**config.mk**
```make
export PLATFORM = sky130hd
export DESIGN_NAME = face_cmd_sched
export DESIGN_NICKNAME = d
export VERILOG_FILES = /design/src/rtl/face_pkg.sv /design/src/rtl/face_cmd_fifo.sv /design/src/rtl/face_cmd_sched.sv
export SDC_FILE = /design/constraint.sdc
export NUM_CORES = 1
export LEC_CHECK = 0
export CORE_UTILIZATION = 38
export CTS_CLUSTER_SIZE = 12
export DETAILED_ROUTE_END_ITERATION = 12
export PLACE_DENSITY = 0.62
export SETUP_SLACK_MARGIN = 0.5
export SLEW_MARGIN = 0
export SYNTH_ARGS = -nofsm -noshare
export SYNTH_HDL_FRONTEND = slang
export SYNTH_SLANG_ARGS = --single-unit
```
**constraint.sdc**
```tcl
create_clock -name clk -period 5.9 [get_ports clk]
set_input_delay 0.59 -clock clk [delete_from_list [all_inputs] [get_ports clk]]
set_output_delay 0.59 -clock clk [all_outputs]
set_load 0.02 [all_outputs]
```
**src/rtl/face_pkg.sv**
```systemverilog
`default_nettype none
// ============================================================================
// Package : face_pkg
// Purpose : Shared constants, state and command-class types for the FACE
//           command scheduler, plus the opcode/func classifier.
// Contents: SYSOPCODE, ADDRSET_FUNC, CALC_FUNC, NOP_INSTR, state_e,
//           cmd_class_e, classify()
// Revision: 1.0 - initial release
// ============================================================================
package face_pkg;

  localparam logic [6:0]  SYSOPCODE    = 7'b0001011;
  localparam logic [2:0]  ADDRSET_FUNC = 3'd0;
  localparam logic [2:0]  CALC_FUNC    = 3'd1;
  localparam logic [31:0] NOP_INSTR    = 32'd0;

  typedef enum logic [1:0] {
    S_IDLE       = 2'd0,
    S_WAIT_START = 2'd1,
    S_WAIT_DONE  = 2'd2
  } state_e;

  typedef enum logic [1:0] {
    CLS_ADDRSET = 2'd0,
    CLS_CALC    = 2'd1,
    CLS_ILLEGAL = 2'd2
  } cmd_class_e;

  // Only the opcode and func fields decide the class; everything else in
  // the word is payload for the accelerator.
  function automatic cmd_class_e classify(input logic [6:0] opcode,
                                          input logic [2:0] func);
    cmd_class_e cls;
    cls = CLS_ILLEGAL;
    if (opcode == SYSOPCODE) begin
      if (func == ADDRSET_FUNC) begin
        cls = CLS_ADDRSET;
      end else if (func == CALC_FUNC) begin
        cls = CLS_CALC;
      end
    end
    return cls;
  endfunction

endpackage
`default_nettype wire

```
**src/rtl/face_cmd_fifo.sv**
```systemverilog
`default_nettype none
// ============================================================================
// Module  : face_cmd_fifo
// Purpose : Command FIFO for the FACE scheduler. Show-ahead read (head word
//           is always visible on rdata_o), synchronous flush.
// Ports   : clk, rst_n   - clock, async active-low reset
//           push_i       - write request (ignored while full)
//           pop_i        - remove head entry (caller pops only when non-empty)
//           flush_i      - empty the FIFO on the next edge, overrides push
//           wdata_i      - word to write
//           rdata_o      - head word
//           full_o, empty_o, count_o - occupancy status
// Revision: 1.0 - initial release
// ============================================================================
module face_cmd_fifo #(
  parameter int DEPTH = 8
) (
  input  logic                     clk,
  input  logic                     rst_n,
  input  logic                     push_i,
  input  logic                     pop_i,
  input  logic                     flush_i,
  input  logic [31:0]              wdata_i,
  output logic [31:0]              rdata_o,
  output logic                     full_o,
  output logic                     empty_o,
  output logic [$clog2(DEPTH):0]   count_o
);

  localparam int AW = $clog2(DEPTH);
  localparam int CW = AW + 1;

  logic [31:0]   mem_q [DEPTH];
  logic [AW-1:0] wr_ptr_q;
  logic [AW-1:0] rd_ptr_q;
  logic [CW-1:0] count_q;

  logic          do_push;
  logic          do_pop;

  assign full_o  = (count_q == CW'(DEPTH));
  assign empty_o = (count_q == '0);
  assign count_o = count_q;
  assign rdata_o = mem_q[rd_ptr_q];

  // A push is refused when full, even if a pop frees a slot this cycle.
  assign do_push = push_i && !full_o;
  assign do_pop  = pop_i && !empty_o;

  // Pointers are AW bits wide on a power-of-two depth, so they wrap
  // naturally modulo DEPTH.
  always_ff @(posedge clk or negedge rst_n) begin
    if (!rst_n) begin
      wr_ptr_q <= '0;
      rd_ptr_q <= '0;
      count_q  <= '0;
    end else if (flush_i) begin
      wr_ptr_q <= '0;
      rd_ptr_q <= '0;
      count_q  <= '0;
    end else begin
      if (do_push) begin
        wr_ptr_q <= wr_ptr_q + 1'b1;
      end
      if (do_pop) begin
        rd_ptr_q <= rd_ptr_q + 1'b1;
      end
      case ({do_push, do_pop})
        2'b10:   count_q <= count_q + 1'b1;
        2'b01:   count_q <= count_q - 1'b1;
        default: count_q <= count_q;
      endcase
    end
  end

  // Storage has no reset; occupancy alone decides which entries are valid.
  always_ff @(posedge clk) begin
    if (do_push && !flush_i) begin
      mem_q[wr_ptr_q] <= wdata_i;
    end
  end

endmodule
`default_nettype wire

```
**src/rtl/face_cmd_sched.sv**
```systemverilog
`default_nettype none
// ============================================================================
// Module  : face_cmd_sched
// Purpose : Queues host commands and issues them to the FACE accelerator one
//           per cycle, holding further issue while a calc is in flight.
// Ports   : clk, rst_n        - clock, async active-low reset
//           cmd_valid/instr   - host command push, cmd_ready = FIFO not full
//           flush             - discard all queued commands
//           instr_out         - registered instruction, NOP except issue cycle
//           face_busy         - accelerator busy
//           calc_done         - one-cycle pulse at calc completion
//           err_illegal       - one-cycle pulse when an unknown command drops
//           err_timeout       - sticky, busy never rose after a calc issue
//           q_count, idle     - occupancy and idle status
// Revision: 1.0 - initial release
// ============================================================================
module face_cmd_sched
  import face_pkg::*;
#(
  parameter int DEPTH     = 8,
  parameter int START_TMO = 4
) (
  input  logic                   clk,
  input  logic                   rst_n,
  input  logic                   cmd_valid,
  input  logic [31:0]            cmd_instr,
  output logic                   cmd_ready,
  input  logic                   flush,
  output logic [31:0]            instr_out,
  input  logic                   face_busy,
  output logic                   calc_done,
  output logic                   err_illegal,
  output logic                   err_timeout,
  output logic [$clog2(DEPTH):0] q_count,
  output logic                   idle
);

  localparam int TW = (START_TMO > 1) ? $clog2(START_TMO) : 1;

  state_e        state_q, state_d;
  logic [TW-1:0] tmo_q;
  logic [31:0]   instr_out_q;
  logic          calc_done_q;
  logic          err_illegal_q;
  logic          err_timeout_q;

  logic          fifo_full;
  logic          fifo_empty;
  logic [31:0]   head_instr;
  cmd_class_e    head_cls;
  logic          tmo_last;

  logic          pop;
  logic          issue;
  logic          illegal;
  logic          done;
  logic          tmo_hit;

  face_cmd_fifo #(
    .DEPTH (DEPTH)
  ) u_fifo (
    .clk     (clk),
    .rst_n   (rst_n),
    .push_i  (cmd_valid),
    .pop_i   (pop),
    .flush_i (flush),
    .wdata_i (cmd_instr),
    .rdata_o (head_instr),
    .full_o  (fifo_full),
    .empty_o (fifo_empty),
    .count_o (q_count)
  );

  assign head_cls = classify(head_instr[6:0], head_instr[9:7]);
  // tmo_q counts S_WAIT_START cycles from 0; the last allowed one is
  // START_TMO-1.
  assign tmo_last = (tmo_q == TW'(START_TMO - 1));

  // State register
  always_ff @(posedge clk or negedge rst_n) begin
    if (!rst_n) begin
      state_q <= S_IDLE;
    end else begin
      state_q <= state_d;
    end
  end

  // Next-state logic
  always_comb begin
    state_d = state_q;
    case (state_q)
      S_IDLE: begin
        if (!fifo_empty && head_cls == CLS_CALC && !face_busy) begin
          state_d = S_WAIT_START;
        end
      end
      S_WAIT_START: begin
        if (face_busy) begin
          state_d = S_WAIT_DONE;
        end else if (tmo_last) begin
          state_d = S_IDLE;
        end
      end
      S_WAIT_DONE: begin
        if (!face_busy) begin
          state_d = S_IDLE;
        end
      end
      default: state_d = S_IDLE;
    endcase
  end

  // Output decode. Pops only happen in S_IDLE, so nothing leaves the queue
  // while a calc is in flight. A CALC at the head while busy is held.
  always_comb begin
    pop     = 1'b0;
    issue   = 1'b0;
    illegal = 1'b0;
    done    = 1'b0;
    tmo_hit = 1'b0;
    case (state_q)
      S_IDLE: begin
        if (!fifo_empty) begin
          case (head_cls)
            CLS_ADDRSET: begin
              pop   = 1'b1;
              issue = 1'b1;
            end
            CLS_CALC: begin
              if (!face_busy) begin
                pop   = 1'b1;
                issue = 1'b1;
              end
            end
            default: begin
              pop     = 1'b1;
              illegal = 1'b1;
            end
          endcase
        end
      end
      S_WAIT_START: begin
        tmo_hit = !face_busy && tmo_last;
      end
      S_WAIT_DONE: begin
        done = !face_busy;
      end
      default: ;
    endcase
  end

  // Registered outputs and the start-timeout counter
  always_ff @(posedge clk or negedge rst_n) begin
    if (!rst_n) begin
      instr_out_q   <= NOP_INSTR;
      calc_done_q   <= 1'b0;
      err_illegal_q <= 1'b0;
      err_timeout_q <= 1'b0;
      tmo_q         <= '0;
    end else begin
      instr_out_q   <= issue ? head_instr : NOP_INSTR;
      calc_done_q   <= done;
      err_illegal_q <= illegal;
      err_timeout_q <= err_timeout_q | tmo_hit;
      if (state_q == S_WAIT_START) begin
        tmo_q <= tmo_q + 1'b1;
      end else begin
        tmo_q <= '0;
      end
    end
  end

  assign instr_out   = instr_out_q;
  assign calc_done   = calc_done_q;
  assign err_illegal = err_illegal_q;
  assign err_timeout = err_timeout_q;
  assign cmd_ready   = !fifo_full;
  assign idle        = fifo_empty && (state_q == S_IDLE);

endmodule
`default_nettype wire

```
Yosys cells after proc, flatten, opt, wreduce, memory -nomap -nowiden
Memories as Yosys holds them, arrays and structs flattened.
Cells that the tools add are included.
{ "totals": {"in_bits": 37, "ff_bits": 49, "ram_bits": 256, "latch_bits": 0, "word_cells": 78, "rom_bits": 0, "memories": 1} }
{ "memory_table": {"columns": ["name", "words", "word_bits", "read_ports", "rd_clocked_by_memory_dff", "write_ports", "line", "source"], "rows": [
  ["u_fifo.mem_q", 8, 32, 1, 0, 1, "face_cmd_fifo.sv:33", "logic [31:0] mem_q [DEPTH];"]
]} }
{ "classes": {"shift": 0, "n_mul": 0, "mux": 30, "n_addsub": 5, "bitwise_logic": 1, "order_cmp": 0, "n_reduce_logical": 20, "eq_ne": 12, "div_mod_pow": 0} }
{ "ops": {"columns": ["op", "n"], "rows": [
  ["32-bit two-way mux", 1],
  ["2-bit two-way mux", 8],
  ["1-bit two-way mux", 13],
  ["3-bit two-way mux", 4],
  ["4-bit case mux with 2 select lines", 1],
  ["7-bit by 4-bit equality test with 1-bit output, second input constant", 1],
  ["1-bit logical AND", 7],
  ["3-bit by 1-bit adder with 3-bit output, second input constant", 2],
  ["2-bit by 1-bit equality test with 1-bit output, second input constant", 3],
  ["2-bit equality test, second input constant", 3],
  ["2-bit case mux with 3 select lines", 1],
  ["4-bit by 1-bit adder with 4-bit output, second input constant", 1],
  ["4-bit equality test, second input constant", 1],
  ["1-bit zero test", 4],
  ["2-bit zero test", 2],
  ["4-bit zero test", 1],
  ["4-bit two-way mux", 1],
  ["2-bit inequality test, second input constant", 2],
  ["2-bit nonzero test", 2],
  ["4-bit by 1-bit subtractor with 4-bit output, second input constant", 1],
  ["3-bit by 1-bit equality test with 1-bit output, second input constant", 1],
  ["3-bit zero test", 1],
  ["3-bit inequality test, second input constant", 1],
  ["3-bit AND reduction", 1],
  ["5 further kinds", 5]
]} }

Longest topological paths before layout
Gate-level depths: netlist of the first run.
An unclocked memory read counts as a cell.
{ "depth": {"depth_word": 13, "mapped_depth": 16} }

Modules after synthesis
Synthesis of the first run repeated with hierarchy kept, for this count alone.
{ "unflattened": {"cells_unflattened": 538, "area_unflattened_um2": 11614.9} }
{ "by_module_without_submodules": {"columns": ["module", "seq_area_each_um2", "area_each_um2", "cells_per_inst", "n_inst"], "rows": [
  ["face_cmd_fifo", 7937.6, 10287.4, 447, 1],
  ["face_cmd_sched", 975.9, 1327.5, 91, 1]
]} }

Least setup slack after synthesis of the first run
No wires, ideal clock.
{ "synth_timing": {"path_type": "register -> register", "from": "register u_fifo.count_q[1], in the netlist u_fifo.count_o[1]", "to": "memory u_fifo.mem_q[0][0], enable pin", "path_slack_ns": 1.742, "path_stages_with_launch": 7, "t_arrival_ns": 3.697, "path_cell_list": "dfrtp_1 > nor3_1 > nand2_1 > nand2_1 > clkbuf_1 > or3_1 > nor3_1"} }
{ "synth_between": {"elab_chain_len": 6} }
{ "synth_lines": {"columns": ["element", "line", "source"], "rows": [
  ["start, declared", "face_cmd_fifo.sv:36", "logic [CW-1:0] count_q;"],
  ["start signal, assigned", "face_cmd_fifo.sv:69", "2'b10: count_q <= count_q + 1'b1;"],
  ["start signal, assigned", "face_cmd_fifo.sv:70", "2'b01: count_q <= count_q - 1'b1;"],
  ["start signal, assigned", "face_cmd_fifo.sv:71", "default: count_q <= count_q;"],
  ["4-bit equality test", "face_cmd_fifo.sv:41", "assign full_o = (count_q == CW'(DEPTH));"],
  ["1-bit zero test", null, null],
  ["net cmd_ready", "face_cmd_sched.sv:27", "output logic cmd_ready,"],
  ["1-bit logical AND", "face_cmd_fifo.sv:47", "assign do_push = push_i && !full_o;"],
  ["1-bit logical AND", "face_cmd_fifo.sv:78", "if (do_push && !flush_i) begin"],
  ["1-bit two-way mux", "face_cmd_fifo.sv:78", null],
  ["1-bit two-way mux (implied by the code)", "face_cmd_fifo.sv:79", "mem_q[wr_ptr_q] <= wdata_i;"],
  ["end, declared", "face_cmd_fifo.sv:33", null]
]} }
The timed path passes the listed nets, and every way through them passes these cells.

Final worst setup path of the first run
{ "layout_timing": {"from": "register u_fifo.rd_ptr_q[0]", "to": "register u_fifo.count_q[3], in the netlist u_fifo.count_o[3]"} }
{ "layout_between": {"elab_chain_len": 13} }
{ "layout_lines": {"columns": ["element", "line", "source"], "rows": [
  ["start, declared", "face_cmd_fifo.sv:35", "logic [AW-1:0] rd_ptr_q;"],
  ["start signal, assigned", "face_cmd_fifo.sv:66", "rd_ptr_q <= rd_ptr_q + 1'b1;"],
  ["memory read 8 x 32 bit *", null, null],
  ["3-bit by 1-bit equality test with 1-bit output", "face_pkg.sv:38", "end else if (func == CALC_FUNC) begin"],
  ["2-bit two-way mux", "face_pkg.sv:38", null],
  ["2-bit two-way mux", "face_pkg.sv:36", "if (func == ADDRSET_FUNC) begin"],
  ["2-bit two-way mux *", "face_pkg.sv:35", "if (opcode == SYSOPCODE) begin"],
  ["2-bit by 1-bit equality test with 1-bit output *", "face_cmd_sched.sv:124", "case (head_cls)"],
  ["1-bit two-way mux *", "face_cmd_sched.sv:124", null],
  ["1-bit two-way mux *", "face_cmd_sched.sv:123", "if (!fifo_empty) begin"],
  ["1-bit two-way mux *", "face_cmd_sched.sv:121", "case (state_q)"],
  ["1-bit logical AND *", "face_cmd_fifo.sv:48", "assign do_pop = pop_i && !empty_o;"],
  ["2-bit by 1-bit equality test with 1-bit output / 2-bit equality test (equally long branches)", "face_cmd_fifo.sv:68", "case ({do_push, do_pop})"],
  ["4-bit case mux with 2 select lines", "face_cmd_fifo.sv:68", null],
  ["4-bit two-way mux", "face_cmd_fifo.sv:57", "end else if (flush_i) begin"]
]} }
Every way passes the cells marked *; elsewhere a longest branch is shown, timed or not.
A chain may end at the register's enable or synchronous reset.

==> run_results.csv, run 1 <==
group,metric,value,unit
clock_tree,clk_root_buffer_cell,"clkbuf_16",
synthesis,synth_area_per_cell,20.56,sq um
worst_setup_path,rr_worst_depth,14,
synthesis,ys.warnings.count,0,
synthesis,ys.flop_type,"edfxtp_1",
clock_tree,clock_latency,0.54,ns
floorplanning,die_x,175.6,um
clock_tree,cts_htree_levels,1,
clock_tree,path_clk_slew,0.06,ns
clock_tree,clock_path_buffers,3,
worst_setup_path,worstReg2RegStart,"u_fifo.rd_ptr_q[0]",
sta,min_period,4.101,ns
detailed_routing,wl_per_cell,20.73,um
floorplanning,pin_count,78,
sta,maxSlewViolCount,0,
grt,grt_pass1_vias,5877,
sta,tightest_slew,0.8744,ns
floorplanning,die_area,30830,sq um
synthesis,async_flop_share,16.07,%
detailed_routing,drtAntennaViolNets,0,
sta,fmax,243.8,MHz
clock_tree,numCtsBuffers,31,
synthesis,ys_top_cells_by_area,"edfxtp_1, mux4_2, dfrtp_1",
grt,grt_overflow,0,
worst_setup_path,worst_setup_path_end_kind,"flip-flop",
placed_design,routabilityCongestion,0.7349,
sta,final_hold_viol_count,0,
floorplanning,core,29640,sq um
final_layout,nNetsFinal,704,
worst_setup_path,crit_path_end,"u_fifo.count_o[3]",
grt,antenna_found_initial,1,
sta,min_period_over_period,69.51,%
detailed_routing,drt_iter0_markers,468,
placed_design,placed_area,12770,sq um
synthesis,synthCells,557,
pwr,powerDensity,370.1,nW/um^2
final_layout,stdcell_area,13710,sq um
sta,finalSetupViolCount,0,
worst_setup_path,worstPathMaxFanout,41,
final_layout,utilization,46.25,%
final_layout,syn_to_final_growth,19.72,%
synthesis,ys_seq_elements,305,
sta,grt_setup_unrepaired,"false",
clock_tree,cts_resized,0,
worst_setup_path,crit_type,"reg -> reg",
grt,track_usage,15.11,%
placed_design,dp.cells,1018,
final_layout,fin_cells,1075,
floorplanning,row_count,63,
detailed_routing,drc,0,
pwr,leakage,4.731,nW
sta,fin_setup_tns,0,ns
floorplanning,fp.dieH,175.6,um
synthesis,synth_area,11450,sq um
worst_setup_path,start_kind,"flip-flop",
detailed_routing,firstDrtPassIters,4,
clock_tree,cts_hold_buf,0,
detailed_routing,wirelength,22280,um
placed_design,io_buffers,77,
worst_setup_path,crit_start,"u_fifo.rd_ptr_q[0]",
flow_run,maxCapViolCount,0,
synthesis,synth_edf_count,256,
worst_setup_path,cp.required,6.38,ns
pwr,max-vdd-ir-drop,239.0,uV
sta,relSlewSlack,41.57,%
worst_setup_path,regToRegSetupSlack,1.80,ns
synthesis,synth-seq-area-share,77.85,%
worst_setup_path,worstPathArrival,4.58,ns
clock_tree,clkSinkCount,305,
worst_hold_path,min_path_type,"in -> async",
clock_tree,cts_tree,"built",
clock_tree,postCtsSetupBuffers,0,
synthesis,synth_top_area_share,67.14,%
final_layout,drive_above_1_share,19.15,%
grt,grt_pass1_wl,34820,um
detailed_routing,vias,5472,
placed_design,hpwl,12650,um
sta,skew,0.007571,ns
synthesis,synthDistinctLibCells,46,
synthesis,synth_area_leader_cell,"edfxtp_1",
outcome,status,"finished clean",
worst_setup_path,r2r-end,"u_fifo.count_o[3]",
grt,grt_start_max_net_pins,50,
floorplanning,initial_core_util,38.63,%
detailed_routing,vias_per_cell,5.090,
==> cell type report <==
type	count	area, sq um
well taps	390	488.0
fillers	2507	15930
diodes	1	2.502
flip-flops and latches	305	8919
repair buffers	91	870.8
clock inverters	5	22.52
multi-input cells	227	2476
clock buffers	51	910.9
inverters	5	18.77
==> report_power, final <==
| part | internal, mW | switching (mW) | total [mW] |
|---|---|---|---|
| combinational | 0.408 | 0.347 | 0.755 |
| clock | 1.04 | 0.739 | 1.78 |
| sequential | 2.42 | 0.115 | 2.54 |
==> kinds of logic after synthesis <==
group | count (synthesis) | share of synthesized area (%)
AND/OR/NAND/NOR | 102 | 4.218
AO/OA/AOI/OAI | 19 | 1.158
adder cells (fa/ha/maj) | 6 | 0.7212
XOR/XNOR | 5 | 0.5027
flip-flops | 305 | 77.85
other | 1 | 0.03275
multiplexers | 89 | 14.35
buffers and inverters | 30 | 1.169
==> worst min path at each step <==
stage           endpoint  startpoint  slack, ns
2_1_floorplan  calc_done       rst_n       0.29
3_3_place_gp    tmo_q[0]    tmo_q[0]       0.42
3_5_place_dp    tmo_q[0]    tmo_q[0]       0.44
4_1_cts         tmo_q[1]       rst_n       0.18
5_1_grt         tmo_q[0]       rst_n       0.22
6_report        tmo_q[1]       rst_n       0.18
==> per-layer routing <==
layer / global-route usage [%] / wire length (um) / vias to the layer above
met3: 2.857 / 1167 / 32
li1: - / - / 2424
met4: 3.768 / 473 / 0
met5: 0 / 0 / -
met2: 25.08 / 10800 / 134
met1: 20.54 / 9846 / 2882
==> placed cells by master, fill, tap and decap left out, types with 6 or more instances in the layout <==
master	instances
nand2_1	22
clkbuf_8	6
mux4_2	60
clkbuf_1	14
dfrtp_1	47
clkdlybuf4s50_1	76
conb_1	6
clkbuf_16	31
edfxtp_1	256
nor2_4	6
mux2i_1	28
nand2b_1	8
buf_4	14
nor2_1	37
==> Yosys cell counts, types with 2 or more instances <==
library cell / instances
or4b_1: 2
inv_1: 2
o21ai_1: 2
dfrtp_1: 49
mux2i_1: 28
o211ai_1: 2
xnor2_1: 3
nor2b_1: 3
ha_1: 5
clkbuf_1: 10
nand2_1: 22
nand2b_1: 8
nor2_1: 43
buf_2: 11
a21oi_1: 5
edfxtp_1: 256
buf_1: 3
mux4_2: 60
and2_1: 5
inv_2: 3
nor3_1: 6
nand3_1: 5
==> flip-flops by register name, summed over array words and instances, names as in the netlist <==
name	cells
calc_done	1
state_q	2
u_fifo.wr_ptr_q	3
u_fifo.count_o	4
u_fifo.rd_ptr_q	3
err_timeout	1
u_fifo.mem_q	256
instr_out	32
err_illegal	1
tmo_q	2
==> critical path: stages, from the launching register on <==
cell and delay (ns):
dfrtp_4 0.91, mux4_2 0.58, mux2i_1 0.15, o2111ai_1 0.16, nor4_2 0.46, a31oi_1 0.14
buf_4 0.20, and2_1 0.21, ha_1 0.30, a21o_1 0.19, a21oi_1 0.28, nand2_1 0.11
nor3_1 0.18, o21ai_1 0.09, nand2_1 0.07
==> per-stage QoR <==
step	setup WS [ns]	total power [mW]	hold WS, ns
after floorplan	1.742	3.117	0.2944
after global placement	1.948	3.321	0.4215
after detailed placement	1.771	3.355	0.4420
after CTS	1.764	5.136	0.1812
after global routing	1.450	5.288	0.2239
final	1.799	5.073	0.1795
(Power assumes the default switching activity.)
==> run 2, diff against run 1 <==
Clock period 5.9 ns to 3.9 ns, I/O delays scaled along.
==> run_results.csv, run 2 (synthesis results as in run 1) <==
group,metric,value,unit
outcome,status,"finished clean",
worst_setup_path,slowest_stage,"mux4_2",
grt,antenna_found_initial,0,
sta,final_hold_viol_count,0,
grt,grt_start_max_net_pins,47,
clock_tree,cts_tree,"built",
floorplanning,pin_count,78,
final_layout,drive_above_1_share,20.80,%
detailed_routing,wirelength,22280,um
final_layout,seqCellArea,8922,sq um
detailed_routing,wl_per_cell,20.49,um
clock_tree,clock_latency,0.55,ns
grt,grt_pass1_wl,34360,um
placed_design,io_buffers,77,
final_layout,multi_input_area,2517,sq um
detailed_routing,drtAntennaViolNets,0,
worst_setup_path,worst_setup_path_end_kind,"flip-flop",
final_layout,largest_reg_flops,256,
sta,grt_setup_unrepaired,"false",
final_layout,nNetsFinal,715,
sta,relSlewSlack,54.29,%
detailed_routing,firstDrtPassIters,5,
worst_hold_path,min_path_type,"in -> async",
pwr,powerDensity,563.8,nW/um^2
grt,grt_overflow,0,
floorplanning,initial_core_util,38.63,%
clock_tree,numCtsBuffers,31,
worst_setup_path,start_kind,"flip-flop",
floorplanning,core,29640,sq um
clock_tree,clkSinkCount,305,
clock_tree,cts_htree_levels,1,
worst_setup_path,rr_worst_depth,14,
grt,grt_pass1_vias,5907,
sta,fin_setup_tns,0,ns
grt,track_usage,14.76,%
floorplanning,row_count,63,
floorplanning,fp.dieH,175.6,um
final_layout,layout_common_cells,"edfxtp_1, clkdlybuf4s50_1, mux4_2, dfrtp_1, nor2_1",
sta,min_period,3.225,ns
final_layout,regMostFlops,"u_fifo.mem_q",
worst_setup_path,crit_family,"simple AND/OR/NAND/NOR gates",
worst_setup_path,cp_num_buf_inv,1,
floorplanning,die_x,175.6,um
sta,skew,0.01457,ns
placed_design,hpwl,12630,um
worst_setup_path,cpMostUsedCell,"nand2_1",
worst_setup_path,cp.required,4.39,ns
final_layout,layout_commonest_cell,"edfxtp_1",
clock_tree,clock_path_buffers,3,
sta,tightest_slew,0.6857,ns
pwr,leakage,4.821,nW
final_layout,fillers,2470,
floorplanning,die_area,30830,sq um
worst_setup_path,cp_num_cells,14,
sta,finalSetupViolCount,0,
worst_setup_path,crit_chain,"buf_12, mux4_2, mux2i_1, o2111ai_2, nor4_4, a31oi_1, and2_4, ha_1, a21o_1, a21oi_4, nand2_1, nor3_1, o21ai_1, nand2_1",
final_layout,n_antenna_cell,0,
detailed_routing,drt_iter0_markers,467,
worst_setup_path,worstPathArrival,3.72,ns
worst_setup_path,max_stage_delay,0.49,ns
placed_design,routabilityCongestion,0.7354,
detailed_routing,vias,5531,
sta,maxSlewViolCount,0,
clock_tree,path_clk_slew,0.06,ns
pwr,max-vdd-ir-drop,418.6,uV
sta,fmax,310.1,MHz
detailed_routing,vias_per_cell,5.088,
sta,whs,0.2673,ns
flow_run,maxCapViolCount,0,
final_layout,syn_to_final_growth,21.88,%
worst_setup_path,crit_type,"reg -> reg",
clock_tree,clk_root_buffer_cell,"clkbuf_16",
worst_setup_path,worstPathMaxFanout,9,
sta,min_period_over_period,82.70,%
detailed_routing,drc,0,
final_layout,utilization,47.08,%
## run 2: cell count changes in the layout (fill, tap and decap cells not counted), moves of 2 or more
cell	change
clkinv_2	-2
nor3_2	-2
clkinv_1	-2
nor3_4	+2
clkbuf_1	+4
inv_6	+2
buf_4	+3
buf_12	+7
## run 2: per-stage QoR
stage	setup slack [ns]	cell area (sq um)	power (mW)	std cells
after global placement	0.3375	12860	5.048	1020
after CTS	0.5487	13910	7.936	1085
after floorplan	0.5985	11480	4.714	562
after global routing	0.4808	13950	8.170	1087
final	0.6747	13950	7.867	1087
after detailed placement	0.2297	12860	5.080	1020
## run 2: area by class of cell
cell class,count,share of cell area [%]
flip-flops and latches,305,63.94
multi-input cells,227,18.04
repair buffers,102,7.478
clock buffers,54,6.536
well taps,390,3.497
clock inverters,4,0.3766
inverters,5,0.1345
## run 2: where the power goes
group	switching (mW)	total, mW	leakage, nW	internal (mW)
registers	0.0662	3.74	2.97	3.67
logic	0.651	1.34	1.39	0.690
clock network	1.15	2.79	0.466	1.64
total	1.87	7.87	4.82	6.00
## run 2: worst paths after layout
path / slack, ns / from / endpoint
setup / recovery: 0.67 / u_fifo.rd_ptr_q[0] / u_fifo.count_o[3]
hold / removal: 0.27 / rst_n / err_timeout
setup reg to reg: 0.67 / u_fifo.rd_ptr_q[0] / u_fifo.count_o[3]
hold reg to reg: 0.45 / tmo_q[0] / tmo_q[0]
max in group asynchronous: 2.76 / rst_n / u_fifo.rd_ptr_q[0]
min in group clk: 0.45 / tmo_q[0] / tmo_q[0]
## run 2: timing repair
action | CTS | global route
resized for setup | 5 | 5
setup buffers | 6 | 2
hold buffers | 1 | 0
endpoints found under the setup margin | 3 | 2
pin swaps | 1 | 6
endpoints found under the hold margin | 13 | 0
## run 2: worst reg2reg max path: stages (launching register included)
cell       delay (ns)
dfrtp_4          0.43
buf_12           0.15
mux4_2           0.50
mux2i_1          0.20
o2111ai_2        0.18
nor4_4           0.30
a31oi_1          0.16
and2_4           0.20
ha_1             0.27
a21o_1           0.21
a21oi_4          0.16
nand2_1          0.07
nor3_1           0.18
o21ai_1          0.08
nand2_1          0.07
## run 2: layer usage
metal	up-vias	GRT usage, %	share of wire, %	wire length [um]
met5	-	0	0	0
li1	2446	-	-	-
met2	151	25.28	50	11160
met4	0	3.623	2.1	458
met1	2901	19.62	43	9484
met3	33	2.468	5.3	1178
==> run 3, diff against run 2 <==
Clock period 3.9 ns to 3.1 ns, I/O delays scaled along.
==> run_results.csv, run 3 (synthesis results as in run 1) <==
group,metric,value,unit
outcome,status,"finished, violations left",
outcome,violations,"setup timing",
worst_setup_path,start_kind,"flip-flop",
final_layout,syn_to_final_growth,23.63,%
grt,antenna_found_initial,2,
pwr,leakage,4.894,nW
grt,grt_start_max_net_pins,47,
detailed_routing,drc,0,
pwr,powerDensity,705.5,nW/um^2
final_layout,fillers,2459,
sta,final_hold_viol_count,0,
sta,maxSlewViolCount,0,
final_layout,drive_above_1_share,24.72,%
pwr,max-vdd-ir-drop,462.3,uV
worst_setup_path,cp_num_cells,12,
sta,grt_setup_unrepaired,"true",
floorplanning,initial_core_util,38.63,%
flow_run,maxCapViolCount,0,
grt,track_usage,14.94,%
worst_setup_path,slowest_stage,"dfrtp_4",
worst_setup_path,rr_worst_depth,12,
final_layout,regMostFlops,"u_fifo.mem_q",
final_layout,seqCellArea,8919,sq um
sta,min_period,3.158,ns
pwr,finalPower,9.986,mW
sta,whs,0.3504,ns
worst_setup_path,crit_family,"simple AND/OR/NAND/NOR gates",
clock_tree,clk_root_buffer_cell,"clkbuf_16",
floorplanning,row_count,63,
sta,layout_setup_ws,-0.05772,ns
final_layout,multi_input_area,2596,sq um
clock_tree,cts_htree_levels,1,
sta,finalSetupViolCount,2,
detailed_routing,firstDrtPassIters,4,
final_layout,layout_commonest_cell,"edfxtp_1",
clock_tree,clock_path_buffers,3,
sta,fmax,316.7,MHz
clock_tree,numCtsBuffers,31,
final_layout,layout_common_cells,"edfxtp_1, clkdlybuf4s50_1, mux4_2, dfrtp_1, clkbuf_16",
detailed_routing,vias_per_cell,4.992,
detailed_routing,drt_iter0_markers,318,
grt,grt_overflow,0,
worst_setup_path,cp.required,3.57,ns
detailed_routing,drtAntennaViolNets,0,
sta,fin_setup_tns,-0.07412,ns
floorplanning,fp.dieH,175.6,um
floorplanning,core,29640,sq um
sta,tightest_slew,0.7182,ns
worst_setup_path,worstPathArrival,3.62,ns
final_layout,largest_reg_flops,256,
grt,grt_pass1_vias,5866,
placed_design,io_buffers,77,
detailed_routing,wirelength,22430,um
grt,grt_pass1_wl,34560,um
final_layout,n_antenna_cell,0,
sta,min_period_over_period,101.9,%
detailed_routing,wl_per_cell,20.43,um
worst_setup_path,max_stage_delay,0.48,ns
worst_setup_path,crit_chain,"buf_12, mux4_2, mux2i_1, nand3_1, nor4_2, buf_4, a31oi_4, and2_4, fa_2, xnor2_1, or4_1, nand4_1",
worst_setup_path,crit_type,"reg -> reg",
placed_design,dp.cells,1034,
floorplanning,die_area,30830,sq um
sta,skew,0.01573,ns
worst_setup_path,worst_setup_path_end_kind,"flip-flop",
clock_tree,clock_latency,0.54,ns
placed_design,hpwl,12930,um
worst_setup_path,worstReg2RegStart,"u_fifo.rd_ptr_q[0]",
placed_design,place_ws,-0.1253,ns
worst_setup_path,worstPathMaxFanout,8,
worst_setup_path,cp_num_buf_inv,2,
sta,relSlewSlack,52.12,%
final_layout,fin_cells,1098,
floorplanning,pin_count,78,
worst_hold_path,min_path_type,"in -> async",
clock_tree,cts_tree,"built",
floorplanning,die_x,175.6,um
final_layout,nNetsFinal,726,
worst_setup_path,crit_start,"u_fifo.rd_ptr_q[0]",
clock_tree,path_clk_slew,0.06,ns
clock_tree,clkSinkCount,305,
detailed_routing,vias,5481,
placed_design,routabilityCongestion,0.7224,
run 3: path summary, 6_finish.rpt:
check / end / slack (ns)
max: u_fifo.count_o[2] / -0.06
min: u_fifo.count_o[1] / 0.35
max reg2reg: u_fifo.count_o[2] / -0.06
min reg2reg: tmo_q[0] / 0.45
max in group asynchronous: instr_out[17] / 1.94
min in group clk: tmo_q[0] / 0.45
run 3: layout make-up:
cell class / count / share of cell area, %
inverter: 5 / 0.1326
tap: 390 / 3.447
clock inverter: 6 / 0.2210
timing repair buffer: 113 / 8.309
sequential: 305 / 63.01
clock buffer: 52 / 6.541
multi-input combinational: 227 / 18.34
run 3: per-layer routing:
metal	vias to the layer above	wire length (um)	global-route usage [%]	share of wire (%)
li1	2463	-	-	-
met1	2841	9745	20.22	43
met2	142	11020	25.08	49
met3	31	1353	3.160	6.0
met4	4	279	2.790	1.2
met5	-	26	0	0.12
run 3: per-stage QoR:
stage	util (%)	area, sq um
finish	47.76	14150
global route	47.76	14150
CTS	47.40	14050
detailed placement	43.89	13010
global placement	43.89	13010
floorplan	-	11550
run 3: what timing repair did:
action | in CTS | in global routing
setup buffers | 2 | 3
hold buffers | 1 | 0
cloned | 0 | 0
hold endpoints to repair | 29 | 0
gates resized for setup | 7 | 20
setup endpoints to repair | 23 | 31
pin swaps | 8 | 9
run 3: where the power goes:
| group | switching [mW] | internal, mW |
|---|---|---|
| logic | 0.867 | 0.971 |
| clock network | 1.42 | 2.02 |
| registers | 0.0921 | 4.61 |
| total | 2.38 | 7.60 |
